### src/rtl/uart_tx_arbiter.sv
// uart_tx_arbiter: round-robin, per-message arbiter sharing one UART transmitter among NUM_REQ requesters
module uart_tx_arbiter #(
  parameter int NUM_REQ = 4,
  parameter int DATA_WIDTH = 8,
  parameter int MAX_BURST = 16
) (
  input  logic                          clk50MHz,
  input  logic                          rst,
  input  logic [NUM_REQ-1:0]            req,
  input  logic [NUM_REQ-1:0]            req_last,
  input  logic [NUM_REQ*DATA_WIDTH-1:0] req_data,
  output logic [NUM_REQ-1:0]            req_ack,
  output logic [NUM_REQ-1:0]            grant,
  output logic                          uart_tx_start,
  output logic [DATA_WIDTH-1:0]         uart_tx_data,
  input  logic                          uart_tx_busy
);
  localparam int IW = $clog2(NUM_REQ);
  localparam int BW = $clog2(MAX_BURST + 1);
  typedef enum logic [1:0] {IDLE, SEND, WAIT_BUSY, WAIT_DONE} state_t;
  state_t state_q, state_d;
  logic [NUM_REQ-1:0] grant_q, grant_d, ack_q, ack_d;
  logic start_q, start_d, last_q, last_d, found;
  logic [DATA_WIDTH-1:0] data_q, data_d;
  logic [BW-1:0] burst_q, burst_d;
  logic [IW-1:0] owner_q, owner_d, last_owner_q, last_owner_d, winner, idx;
  logic [2:0] tmo_q, tmo_d;
  assign req_ack = ack_q;
  assign grant = grant_q;
  assign uart_tx_start = start_q;
  assign uart_tx_data = data_q;
  always_comb begin
    winner = last_owner_q;
    found = 1'b0;
    idx = '0;
    for (int k = 1; k <= NUM_REQ; k++) begin
      idx = IW'((int'(last_owner_q) + k) % NUM_REQ);
      if (!found && req[idx]) begin
        winner = idx;
        found = 1'b1;
      end
    end
  end
  always_comb begin
    state_d = state_q;
    grant_d = grant_q;
    ack_d = '0;
    start_d = 1'b0;
    data_d = data_q;
    burst_d = burst_q;
    owner_d = owner_q;
    last_owner_d = last_owner_q;
    last_d = last_q;
    tmo_d = '0;
    case (state_q)
      IDLE: begin
        if (found && !uart_tx_busy) begin
          owner_d = winner;
          grant_d = NUM_REQ'(1) << winner;
          burst_d = '0;
          state_d = SEND;
        end
      end
      SEND: begin
        if (!req[owner_q]) begin
          grant_d = '0;
          last_owner_d = owner_q;
          state_d = IDLE;
        end else if (!uart_tx_busy) begin
          start_d = 1'b1;
          data_d = req_data[owner_q*DATA_WIDTH +: DATA_WIDTH];
          ack_d = grant_q;
          last_d = req_last[owner_q];
          burst_d = burst_q + 1'b1;
          state_d = WAIT_BUSY;
        end
      end
      WAIT_BUSY: begin
        tmo_d = tmo_q + 3'd1;
        state_d = (uart_tx_busy || tmo_q == 3'd7) ? WAIT_DONE : WAIT_BUSY;
      end
      WAIT_DONE: begin
        if (!uart_tx_busy) begin
          if (last_q || burst_q == BW'(MAX_BURST)) begin
            grant_d = '0;
            last_owner_d = owner_q;
            state_d = IDLE;
          end else begin
            state_d = SEND;
          end
        end
      end
      default: state_d = IDLE;
    endcase
  end
  always_ff @(posedge clk50MHz) begin
    if (rst) begin
      state_q <= IDLE;
      grant_q <= '0;
      ack_q <= '0;
      start_q <= 1'b0;
      data_q <= '0;
      burst_q <= '0;
      owner_q <= '0;
      last_owner_q <= IW'(NUM_REQ - 1);
      last_q <= 1'b0;
      tmo_q <= '0;
    end else begin
      state_q <= state_d;
      grant_q <= grant_d;
      ack_q <= ack_d;
      start_q <= start_d;
      data_q <= data_d;
      burst_q <= burst_d;
      owner_q <= owner_d;
      last_owner_q <= last_owner_d;
      last_q <= last_d;
      tmo_q <= tmo_d;
    end
  end
endmodule
### config.mk
export PLATFORM = sky130hd
export DESIGN_NAME = uart_tx_arbiter
export DESIGN_NICKNAME = d
export VERILOG_FILES = /design/src/rtl/uart_tx_arbiter.sv
export SDC_FILE = /design/constraint.sdc
export NUM_CORES = 1
export LEC_CHECK = 0
export CELL_PAD_IN_SITES_DETAIL_PLACEMENT = 2
export CELL_PAD_IN_SITES_GLOBAL_PLACEMENT = 2
export CORE_UTILIZATION = 27
export CTS_BUF_LIST = sky130_fd_sc_hd__clkbuf_8
export DETAILED_ROUTE_END_ITERATION = 8
export HOLD_SLACK_MARGIN = 0.02
export PLACE_DENSITY = 0.8
export SYNTH_ARGS = -nofsm -noshare
export SYNTH_HDL_FRONTEND = slang
export SYNTH_SLANG_ARGS = --single-unit
### constraint.sdc
create_clock -name clk50MHz -period 2.51 [get_ports clk50MHz]
set_input_delay 0.753 -clock clk50MHz [delete_from_list [all_inputs] [get_ports clk50MHz]]
set_output_delay 0.753 -clock clk50MHz [all_outputs]
set_load 0.1 [all_outputs]
==> metrics.cfg <==
[placement]
gp_congestion = 0.749
dp_slack_ns = -0.129
dp_hpwl_um = 3930
post-place-cells = 306
numPortBuffers = 59

[floorplanning]
die_w_um = 80.5
core_um2 = 5920
die_h_um = 80.5
core.rowCount = 28
start_util = 0.281
die_area_um2 = 6480
ios = 60

[sta]
max_clock_freq_mhz = 414
worst_slew_pin_slew_ns = 0.546
layout_setup_ws_ns = 0.0964
slew_violations = 0
hold_viol_final = 0
skew_ns = 0.00845
relSlewSlack = 0.633
fin_crit_ns = 2.41
rsz0062_at_grt = no
post-route-period-util = 0.962
finalSetupViolCount = 0

[global_routing]
grt_max_degree = 26
grt_pass1_wl_um = 8870
antenna_found_initial = 0
first_global_vias = 1799
track_usage = 0.185
overflow = 0

[synth]
synth_cell_types = 38
async_flop_share = 0
syn_nets = 214
postSynthCellCount = 167
ys_seq_area_frac = 0.385
syn_avg_cell_area_um2 = 9.96
ys_warn_count = 0
synth_edf_count = 0
synth-seq-cells = 32
syn_area_um2 = 1660
synthFlopType = dfxtp_1

[clock_network]
hold_buffers = 0
cts_tree = yes
root_buffer = clkbuf_8
clock_sinks = 32
cts_buffers = 5
htree_levels = 2
clkLatencyLatePin_ns = 0.29
path_clk_slew_ns = 0.08
cts_buffer_depth = 2

[worst_setup_path]
cp-start-kind = input port
crit_type = in -> reg
max_stage_delay_ns = 0.53
end_kind = register
worst_ep_required_time_ns = 2.69
cp_slowest_cell = mux4_2
crit_path_max_fanout = 5
ff2ff_path_depth = 6
path_cells = clkdlybuf4s50_1 > mux4_2 > nand2b_4 > o211a_1 > o41ai_2
worstPathArrival_ns = 2.59

[route]
drc = 0
dr.pass1.iters = 4
vias = 1602
postRouteAntennaNets = 0
drt_iter0_drc = 16
drt-total-wl_um = 5450
viasPerCell = 5.10
wl_per_cell_um = 17.4

[power_and_ir_drop]
ir_worst_vdd_mv = 0.309
p_leak_nw = 1.04
power_density_nw_per_um2 = 563
p_total_mw = 1.41

[layout]
area_growth_pct = 50.6
fin_cells = 314
drive_gt1_frac = 0.222
nets = 285
final_common_cell = clkdlybuf4s50_1
diodes = 0
mostFrequentLayoutCells = 42 x clkdlybuf4s50_1, 32 x dfxtp_1, 31 x buf_4

[hold_path]
whs_path_depth = 1
hold_path.class = reg -> reg

[flow_run]
maxCapViolCount = 0

[run_status]
outcome = complete, no violations

## registers in the layout, summed over array words and instances (netlist names), named ones only
signal	flops
uart_tx_start	1
uart_tx_data	8
burst_q	5
tmo_q	3
state_q	1
grant	4
owner_q	2
last_q	1
req_ack	4
last_owner_q	2
## synth_stat cells, drive strengths merged (2+ instances only)
| cell | count | area, um^2 |
|---|---|---|
| dfxtp | 32 | 641 |
| nor2 | 19 | 71.3 |
| mux2i | 14 | 140 |
| mux4 | 10 | 225 |
| a21oi | 8 | 40.0 |
| clkbuf | 7 | 26.3 |
| nand2b | 6 | 45.0 |
| nand2 | 5 | 18.8 |
| nor2b | 5 | 31.3 |
| o21ai | 5 | 25.0 |
| or4 | 5 | 37.5 |
| and2 | 4 | 25.0 |
| ha | 4 | 50.1 |
| inv | 4 | 15.0 |
| o31ai | 4 | 30.0 |
| buf | 3 | 13.8 |
| nor3 | 3 | 15.0 |
| o2111ai | 3 | 26.3 |
| a211oi | 2 | 15.0 |
| and3 | 2 | 12.5 |
| nand3 | 2 | 10.0 |
| nand3b | 2 | 15.0 |
| nand4 | 2 | 12.5 |
| nor4 | 2 | 12.5 |
| o41ai | 2 | 17.5 |
| or2 | 2 | 12.5 |
## power breakdown
part / switching (mW) / total [mW] / internal (mW)
Sequential: 0.0248 / 0.552 / 0.527
Combinational: 0.184 / 0.354 / 0.171
Clock: 0.213 / 0.504 / 0.291
## logic make-up (layout without fill, tap and decap cells)
kind of cell	after synthesis	in the layout	share of synthesized area
compound gates	31	31	0.126
fa+ha+maj	4	4	0.0301
buf+inv	14	86	0.0331
flops	32	32	0.385
mux	24	24	0.220
simple gates	62	62	0.206
## cell type report
cell class / instances / area (um^2)
fillers: 645 / 3410
well taps: 75 / 93.8
clock inverters: 3 / 38.8
flip-flops and latches: 32 / 641
multi-input cells: 121 / 976
inverters: 4 / 15.0
clock buffers: 5 / 68.8
repair buffers: 74 / 673
## critical path, delay by kind of cell
kind / cells / cell delay, ns
AND/OR/NAND/NOR: 1 / 0.18
multiplexers: 1 / 0.53
buffers and inverters: 1 / 0.43
AO/OA/AOI/OAI: 2 / 0.70
## timing repair
action	4_1_cts	5_1_grt
setup buffers	0	0
gates resized for setup	1	0
hold endpoints to repair	0	0
endpoints found under the setup margin	1	0
## final timing paths
| check | from | slack, ns | endpoint |
|---|---|---|---|
| hold / removal | tmo_q[0]$_SDFF_PP0_ | 0.43 | tmo_q[0]$_SDFF_PP0_ |
| setup / recovery | req[2] | 0.1 | grant[1]$_SDFFE_PP0P_ |
| hold reg to reg | tmo_q[0]$_SDFF_PP0_ | 0.43 | tmo_q[0]$_SDFF_PP0_ |
| setup reg to reg | burst_q[0]$_SDFFE_PP0P_ | 0.46 | grant[1]$_SDFFE_PP0P_ |
## per-stage QoR
stage	setup TNS [ns]	hold WS (ns)	instance area (um^2)	util
2_1_floorplan	0	0.396	1660	-
3_3_place_gp	-0.0733	0.412	2390	0.404
3_5_place_dp	-0.433	0.422	2390	0.404
4_1_cts	0	0.432	2510	0.423
5_1_grt	0	0.456	2510	0.423
6_report	0	0.431	2510	0.423
## layer usage
layer	GRT usage	wire length, um	vias up
met5	0	0	-
met3	0.0432	158	10
met1	0.198	2180	796
met4	0.0768	128	0
met2	0.342	2980	34
li1	-	-	762
Power figures use the tool's default switching activity.
